[src/rtl/bitmap_pixel_fetch.sv]
// Fetches the 1bpp source pixel for the tracker position from synchronous frame RAM,
// with SCALE upscaling and fixed 2-cycle latency. Define BITMAP_DOUBLE_BUFFER_EN for bank swapping.
module bitmap_pixel_fetch #(
  parameter int unsigned X_LINE_WIDTH = 640,
  parameter int unsigned Y_LINE_WIDTH = 480,
  parameter int unsigned X_DATA_WIDTH = $clog2(X_LINE_WIDTH),
  parameter int unsigned Y_DATA_WIDTH = $clog2(Y_LINE_WIDTH),
  parameter int unsigned SCALE        = 4,
  parameter int unsigned WORD_W       = 32,
  parameter int unsigned BANK_WORDS   = 1024,
  parameter int unsigned ADDR_W       = $clog2(BANK_WORDS) + 1
) (
  input  logic                    CLK_40,
  input  logic                    reset,
  input  logic                    clk_en,
  input  logic [X_DATA_WIDTH:0]   x_pos,
  input  logic [Y_DATA_WIDTH:0]   y_pos,
  output logic                    mem_rd_en,
  output logic [ADDR_W-1:0]       mem_addr,
  input  logic [WORD_W-1:0]       mem_rdata,
  input  logic                    frame_ready,
  output logic                    frame_ack,
  output logic                    write_bank,
  output logic                    pixel_out,
  output logic                    pixel_valid
);

  localparam int unsigned XW            = X_DATA_WIDTH + 1;
  localparam int unsigned YW            = Y_DATA_WIDTH + 1;
  localparam int unsigned FRAME_W       = X_LINE_WIDTH / SCALE;
  localparam int unsigned WORDS_PER_ROW = FRAME_W / WORD_W;
  localparam int unsigned SCALE_SH      = $clog2(SCALE);
  localparam int unsigned BIT_W         = $clog2(WORD_W);
  localparam int unsigned OFF_W         = ADDR_W - 1;

  logic [XW-1:0]    xs_c;
  logic [YW-1:0]    ys_c;
  logic             in_range_c;
  logic [OFF_W-1:0] offset_c;
  logic [BIT_W-1:0] bit_c;
  logic             bank_c;

  // Source-frame coordinates, word offset within the bank and bit within the word
  always_comb begin
    xs_c       = x_pos >> SCALE_SH;
    ys_c       = y_pos >> SCALE_SH;
    in_range_c = (x_pos < XW'(X_LINE_WIDTH)) && (y_pos < YW'(Y_LINE_WIDTH));
    offset_c   = OFF_W'(ys_c) * OFF_W'(WORDS_PER_ROW) + OFF_W'(xs_c >> BIT_W);
    bit_c      = xs_c[BIT_W-1:0];
  end

`ifdef BITMAP_DOUBLE_BUFFER_EN
  logic display_bank;
  logic swap_c;
  logic swap_d;

  // Swap is taken at frame start and applies to that same pixel's address
  assign swap_c = clk_en && frame_ready && (x_pos == '0) && (y_pos == '0);
  assign bank_c = display_bank ^ swap_c;

  always_ff @(posedge CLK_40) begin
    if (reset) begin
      display_bank <= 1'b0;
      swap_d       <= 1'b0;
      frame_ack    <= 1'b0;
      write_bank   <= 1'b1;
    end else begin
      display_bank <= bank_c;
      swap_d       <= swap_c;
      frame_ack    <= swap_d;
      write_bank   <= ~bank_c;
    end
  end
`else
  logic unused_frame_ready;

  assign unused_frame_ready = frame_ready;
  assign bank_c             = 1'b0;
  assign frame_ack          = 1'b0;
  assign write_bank         = 1'b0;
`endif

  logic             p1_valid;
  logic             p1_in_range;
  logic [BIT_W-1:0] p1_bit;
  logic             p2_valid;
  logic             p2_in_range;
  logic [BIT_W-1:0] p2_bit;

  // Issue stage, two-deep bit/range pipe aligned with RAM latency, pixel register
  always_ff @(posedge CLK_40) begin
    if (reset) begin
      mem_rd_en   <= 1'b0;
      mem_addr    <= '0;
      p1_valid    <= 1'b0;
      p1_in_range <= 1'b0;
      p1_bit      <= '0;
      p2_valid    <= 1'b0;
      p2_in_range <= 1'b0;
      p2_bit      <= '0;
      pixel_out   <= 1'b0;
      pixel_valid <= 1'b0;
    end else begin
      mem_rd_en <= clk_en && in_range_c;
      if (clk_en && in_range_c) begin
        mem_addr <= {bank_c, offset_c};
      end
      p1_valid    <= clk_en;
      p1_in_range <= in_range_c;
      p1_bit      <= bit_c;
      p2_valid    <= p1_valid;
      p2_in_range <= p1_in_range;
      p2_bit      <= p1_bit;
      pixel_valid <= p2_valid;
      if (p2_valid) begin
        pixel_out <= p2_in_range && mem_rdata[p2_bit];
      end
    end
  end

endmodule

[config.mk]
export PLATFORM = sky130hd
export DESIGN_NAME = bitmap_pixel_fetch
export DESIGN_NICKNAME = d
export VERILOG_FILES = /design/src/rtl/bitmap_pixel_fetch.sv
export SDC_FILE = /design/constraint.sdc
export NUM_CORES = 1
export LEC_CHECK = 0
export CAP_MARGIN = 15
export CORE_AREA = 2 2 70 72
export DETAILED_ROUTE_END_ITERATION = 7
export DIE_AREA = 0 0 72 74
export GPL_TIMING_DRIVEN = 0
export PLACE_DENSITY = 0.75
export REMOVE_ABC_BUFFERS = 1
export SLEW_MARGIN = 20
export SYNTH_ARGS = -nofsm -noshare
export SYNTH_HDL_FRONTEND = slang
export SYNTH_SLANG_ARGS = --single-unit
[constraint.sdc]
create_clock -name CLK_40 -period 2.4 [get_ports CLK_40]
set_input_delay 0.48 -clock CLK_40 [delete_from_list [all_inputs] [get_ports CLK_40]]
set_output_delay 0.48 -clock CLK_40 [all_outputs]
set_load 0.1 [all_outputs]
# After elaboration in Yosys (flattened, before gate mapping)
# Cells that the tools add are included.
dict set report word_totals {
  reg_bits 27
  wordCells 20
}
dict set report op_classes {
  n_addsub 1
  multipliers 1
  order_cmp 3
  muxes 2
  n_reduce_logical 3
}
# op n
set ops {}
lappend ops {{11-bit by 10-bit less-than comparator with 1-bit output (second input constant)} 1}
lappend ops {{10-bit by 4-bit adder with 10-bit output} 1}
lappend ops {{10-bit by 9-bit less-than comparator with 1-bit output (second input constant)} 1}
lappend ops {{8-bit by 3-bit multiplier with 10-bit output (second input constant)} 1}
lappend ops {{5-bit by 6-bit less-than comparator with 1-bit output (second input constant)} 1}
lappend ops {{1-bit binary-select mux with 5-bit select} 1}
lappend ops {{1-bit logical AND} 3}
lappend ops {{1-bit two-way mux} 1}

# Depth between registers and ports, before layout
# Gate-level depths: netlist of run 1.
dict set report depth {
  depth_word 3
  depth_mapped 8
  depth_no_buf 8
}

# Worst setup path before layout of run 1
# Ideal clock, no wire load.
dict set report synth_timing {
  kind {input to register}
  startpoint {input port y_pos[3]}
  endpoint {register mem_addr[6]}
  arrival_time_ns 2.284
  t_required_ns 2.278
  path_slack_ns -0.006
  stages 7
  path_buffers 0
  path_cell_list {ha_1 > fa_1 > ha_1 > a21oi_1 > nand2b_1 > a21o_1 > a221o_1}
}
dict set report synth_via {
  elab_chain_len 3
}
# item line_no
set synth_lines {}
lappend synth_lines {{from (decl)} 17} ;# input logic [Y_DATA_WIDTH:0] y_pos,
lappend synth_lines {{branches (longest 3 deep; another with 8-bit by 3-bit multiplier with 10-bit output)} --}
lappend synth_lines {{to (signal assigned)} 106} ;# mem_addr <= {bank_c, offset_c};
lappend synth_lines {{to (decl)} 19} ;# output logic [ADDR_W-1:0] mem_addr,
# Several ways; the timed one is not identified.
# A chain may end at the register's enable or synchronous reset.

# Final worst setup path of run 1
dict set report layout_timing {
  startpoint {input port y_pos[7]}
  endpoint {register mem_addr[9]}
}
# Same word-level chain as after synthesis.

==> results.toml, run 1 <==
[sta]
report.final.slew_viol_count = 0
maxSlewHeadroom_pct = 34.4
finalSetupViolCount = 0
setup_slack_ps = 28.8
fin_worst_hold_slack_ps = 442
finalCritPeriodShare_pct = 98.8
hold_viol_final = 0
fmax_ghz = 0.422
clock_skew_ps = 2.56
tightest_slew_ps = 981
rsz0062_at_grt = "true"
finalCriticalPeriod_ps = 2370

[die]
pin_count = 73
core_mm2 = 0.00460
dieArea_mm2 = 0.00533
die_y_um = 74
rows = 25
start_util_pct = 36.7
die_w_um = 72

[detailed_routing]
vias = 1417
drtIter0Drc = 44
drt-total-wl_um = 4050
drc = 0
final_antenna_net_count = 0
viasPerCell = 5.10
drtPass1Iterations = 5
drt-wirelength-per-cell_um = 14.6

[yosys]
synth_largest_area_cell = "dfxtp_1"
synth_ff_type = "dfxtp_1"
synthTopCellsByArea = "dfxtp_1 (32%), ha_1 (16%), mux4_1 (12%)"
synth_top_cell_area_share_pct = 32.0
synth_seq_cells = 27
syn_area_mm2 = 0.00169
avgSynthCellArea_um2 = 10.5
synth_cell_type_count = 37
synth.yosys.seq_area_share_pct = 32.0
synth-async-reset-ratio_pct = 0
synth_common_cells = "dfxtp_1 (27), ha_1 (22), nor2b_1 (15), nand2_1 (12), nor2_1 (12)"
synth_edf_count = 0
synth_most_common_cell = "dfxtp_1"
syn_inst = 161
ys_warn_count = 0

[finish]
drive_gt1_share_pct = 13.4
syn_to_final_growth_pct = 51.2
diodes = 0
final_nets = 306
fin_util_pct = 55.5

[placed_design]
gp_congestion = 0.810
dp_hpwl_um = 3200
io_buffers = 64
pre_cts_ws_ps = -660

[clock_tree]
cts_buffers = 3
cts_tree = "done"
clkSlewWorstSetupHoldPaths_ps = 80
htreeDepth = 1
ctsRootBufferMaster = "clkbuf_8"
cts.path.max_buffers = 2
clock-sinks = 27
worst_skew_pair.late_latency_ps = 260
hold_buffers = 0

[worst_setup_path]
slowest_delay_ps = 380
crit_family = "adder cells"
crit_chain = "dlygate4sd2_1, ha_1, ha_4, ha_4, or3_4, o22a_1, o21a_1, xnor2_2, a211oi_2"
critPathRequiredTime_ps = 2580
path_buf_inv = 1
arrival_ps = 2550
cp_common_cell = "ha_4"
worst_setup_path_end_kind = "flop"
timing.rr.start = "p2_bit[0]"
critPathSlowestCell = "or3_4"
reg2regPathDepth = 4
crit_path_start_kind = "input pin"
r2r_end = "pixel_out"
crit_type = "input pin to flop"
crit_start = "y_pos[7]"
reg2reg_slack_ps = 550
critPathMaxFanout = 5

[hold_path]
holdPathEnd = "p2_valid"
holdPathStages = 1
hp-start = "p1_valid"
hold_path_class = "flop to flop"

[global_routing]
grt_usage_pct = 14.8
grt_pass1_vias = 1386
grt_max_degree = 29
grt_overflow = 0
grt_first_pass_wirelength_um = 6290
antenna_found_initial = 0

[pwr]
seq_power_share_pct = 39.1
vdd_drop_max_mv = 0.308
combPwrFrac_pct = 40.7
switching_share_pct = 31.9
intPower_uw = 832
cellPowerDensity_mw_per_mm2 = 479
p_leak_nw = 1.02
clkPwrFrac_pct = 20.2
switching_power_uw = 389

[run]
maxCapViolCount = 0

[run_status]
outcome = "finished clean"
[stage by stage]
| step | instance area (um^2) | instances | TNS (ps) | total power [mW] |
|---|---|---|---|---|
| floorplan | 1630 | 153 | -13.0 | 0.746 |
| global placement | 2340 | 271 | -3390 | 0.888 |
| detailed placement | 2340 | 271 | -3480 | 0.899 |
| CTS | 2460 | 278 | -31.9 | 1.18 |
| global route | 2550 | 278 | -28.1 | 1.29 |
| finish | 2550 | 278 | 0 | 1.22 |
[cell families (layout without fill, tap and decap cells)]
| family | after synthesis | after routing | synth area share, % |
|---|---|---|---|
| and+or+nand+nor | 49 | 49 | 14.4 |
| AOI/OAI and AO/OA | 28 | 28 | 11.4 |
| DFF | 27 | 27 | 32.0 |
| adders and majority gates | 24 | 24 | 18.7 |
| buffers and inverters | 14 | 75 | 4.52 |
| muxes | 13 | 13 | 16.2 |
| xor gates and xnor gates | 5 | 5 | 2.59 |
| other | 1 | 3 | 0.222 |
[sequential cells by signal, indices dropped and copies added (netlist names)]
name / flops
p2_in_range: 1
pixel_out: 1
p1_in_range: 1
mem_addr: 10
p2_bit: 5
p1_valid: 1
pixel_valid: 1
p2_valid: 1
p1_bit: 5
mem_rd_en: 1
[how the worst max path moves through the flow]
stage / cells past startpoint / end / slack (ps)
6_report: 9 / mem_addr[9] / 30
5_1_grt: 9 / mem_addr[9] / -30
4_1_cts: 9 / mem_addr[9] / -30
3_5_place_dp: 9 / mem_addr[9] / -660
3_3_place_gp: 9 / mem_addr[9] / -630
2_1_floorplan: 7 / mem_addr[6] / -6
[area by class of cell]
cell class                 instances  area [um^2]
clock buffer                       4         45.0
fill                             407         2050
inverter                           4         15.0
multi-input combinational        122         1230
sequential                        27          541
tap                               54         67.6
timing repair buffer              67          651
[timing repair]
| action | in CTS | in global routing |
|---|---|---|
| buffers inserted | 3 | 0 |
| pin swaps | 11 | 10 |
| setup endpoints to repair | 6 | 6 |
| resized for setup | 21 | 17 |
[layer usage]
| metal | GRT usage (%) | part of all wire (%) |
|---|---|---|
| met5 | 0 | 0 |
| met4 | 1.47 | 0.57 |
| met3 | 3.66 | 4.3 |
| met2 | 26.0 | 52 |
| met1 | 19.4 | 43 |
[cells in the final DEF, fill, tap and decap left out, types with 5 or more instances in the layout]
cell type and n:
clkdlybuf4s50_1 54, dfxtp_1 27, nor2b_1 15, nand2_1 12, ha_1 12, nor2_1 11, mux4_1 8, ha_4 7
dlygate4sd2_1 6, a21oi_1 5
[power by group through the flow]
stage	clock [mW]	sequential (mW)	combinational (mW)
3_3_place_gp	0	0.487	0.401
5_1_grt	0.273	0.480	0.540
6_report	0.247	0.477	0.497
3_5_place_dp	0	0.488	0.411
4_1_cts	0.253	0.478	0.453
2_1_floorplan	0	0.542	0.205
No activity file was read; power rests on OpenSTA's default activity.
==> inputs of run 2 (changes only) <==
CORE_AREA = 2 2 68 70   (was 2 2 70 72)
DIE_AREA = 0 0 70 72   (was 0 0 72 74)
clock period = 2.3 ns   (was 2.4 ns; I/O delays follow)
==> results.toml, run 2 (same netlist as run 1, synthesis figures left out) <==
[detailed_routing]
drtPass1Iterations = 4
drc = 0
highest_layer = "met3"
vias = 1387
wl_met1_um = 1700
wl_met2_um = 2110
drt-wirelength-per-cell_um = 14.4
dr_wl_met3_um = 152
drtIter0Drc = 56
drt-total-wl_um = 3950
viasPerCell = 5.06
final_antenna_net_count = 0

[clock_tree]
cts_buffers = 3
htreeDepth = 1
hold_buffers = 0
clock-sinks = 27
ctsRootBufferMaster = "clkbuf_8"
cts.path.max_buffers = 2
cts_tree = "done"
clkSlewWorstSetupHoldPaths_ps = 80
worst_skew_pair.late_latency_ps = 260

[placed_design]
io_buffers = 64
gp_congestion = 0.839
dpl-instance-area_mm2 = 0.00234
dp_hpwl_um = 3020

[finish]
final_cell_mix = "clkdlybuf4s50_1 (52), dfxtp_1 (27), nor2b_1 (15), ha_4 (15), nand2_1 (12)"
largest_reg_flops = 10
multiInputGateArea_mm2 = 0.00133
fillers = 349
top_register = "mem_addr"
drive_gt1_share_pct = 16.7
reg_top3 = "mem_addr: 10 flops, p1_bit: 5 flops, p2_bit: 5 flops"
seq_area_um2 = 541
final_nets = 304
final_common_cell = "clkdlybuf4s50_1"
diodes = 0
design_area_mm2 = 0.00262
syn_to_final_growth_pct = 54.9

[pwr]
cellPowerDensity_mw_per_mm2 = 490
vdd_drop_max_mv = 0.399
combPwrFrac_pct = 41.2
switching_power_uw = 409
p_leak_nw = 1.01
clkPwrFrac_pct = 19.9
switching_share_pct = 31.9
intPower_uw = 872
seq_power_share_pct = 38.9

[die]
core_mm2 = 0.00426
die_y_um = 72
start_util_pct = 39.6
dieArea_mm2 = 0.00504
pin_count = 73
rows = 24
die_w_um = 70

[worst_setup_path]
arrival_ps = 2430
crit_type = "input pin to flop"
critPathMaxFanout = 4
worst_setup_path_end_kind = "flop"
crit_path_start_kind = "input pin"
critPathRequiredTime_ps = 2470

[sta]
report.final.slew_viol_count = 0
hold_viol_final = 0
finalCritPeriodShare_pct = 98.3
fmax_ghz = 0.442
finalCriticalPeriod_ps = 2260
fin_worst_hold_slack_ps = 439
clock_skew_ps = 1.09
maxSlewHeadroom_pct = 34.6
tightest_slew_ps = 978
finalSetupViolCount = 0

[run]
maxCapViolCount = 0

[global_routing]
grt_first_pass_wirelength_um = 6440
grt_overflow = 0
grt_max_degree = 29
grt_usage_pct = 15.7
grt_pass1_vias = 1391
antenna_found_initial = 0

[run_status]
outcome = "finished clean"

[hold_path]
hold_path_class = "flop to flop"
==> run 2: changes by cell type in the layout (fill, tap and decap cells not counted), sizes merged <==
cell | previous run | this run
clkdlybuf4s50 | 54 | 52
dlygate4sd2 | 6 | 3
clkbuf | 6 | 7
clkdlybuf4s15 | 0 | 2
==> run 2: power by group through the flow <==
stage	Sequential, mW	Clock (mW)	Combinational (mW)
CTS	0.499	0.262	0.484
detailed placement	0.509	0	0.424
floorplan	0.565	0	0.213
global route	0.502	0.285	0.571
finish	0.499	0.255	0.528
global placement	0.509	0	0.418
==> run 2: worst paths after layout <==
kind / from / endpoint / slack, ps / cells after the start
worst min-delay path: p1_bit[0] / p2_bit[0] / 440 / 1
worst max-delay path: y_pos[6] / mem_addr[9] / 40 / 9
worst min register to register: p1_bit[0] / p2_bit[0] / 440 / 1
worst max register to register: p2_bit[0] / pixel_out / 500 / 4
==> run 2: metal layers <==
| layer | GRT usage, % | vias to the layer above |
|---|---|---|
| met2 | 28.7 | 33 |
| met5 | 0 | - |
| met4 | 1.28 | 0 |
| met1 | 20.1 | 654 |
| li1 | - | 700 |
| met3 | 3.19 | 0 |
==> run 2: what timing repair did <==
action | 4_1_cts | 5_1_grt
cloned | 0 | 0
endpoints found under the setup margin | 6 | 5
pin swaps | 13 | 10
setup buffers | 1 | 0
gates resized for setup | 33 | 26
==> run 2: critical path, cell delays in order <==
cell and delay [ps]:
dlygate4sd2_1 290, ha_1 300, ha_1 290, ha_1 350, inv_2 110, o21ai_2 90
o21a_1 190, xnor2_1 130, a211oi_1 220
==> run 2: through the flow <==
| step | power (mW) | TNS, ps | utilization, % | setup slack (ps) | cells |
|---|---|---|---|---|---|
| 2_1_floorplan | 0.779 | -287 | - | -86.2 | 153 |
| 3_3_place_gp | 0.927 | -4110 | 54.9 | -735 | 269 |
| 3_5_place_dp | 0.934 | -4250 | 54.9 | -760 | 269 |
| 4_1_cts | 1.24 | -5.76 | 59.1 | -5.76 | 274 |
| 5_1_grt | 1.36 | -0.465 | 61.3 | -0.465 | 274 |
| 6_report | 1.28 | 0 | 61.3 | 38.3 | 274 |
==> run 2: layout make-up <==
type                       instances  share of cell area [%]
clock buffer                       4                    1.72
inverter                           4                   0.574
multi-input combinational        122                    50.7
sequential                        27                    20.7
tap                               52                    2.49
timing repair buffer              65                    23.9
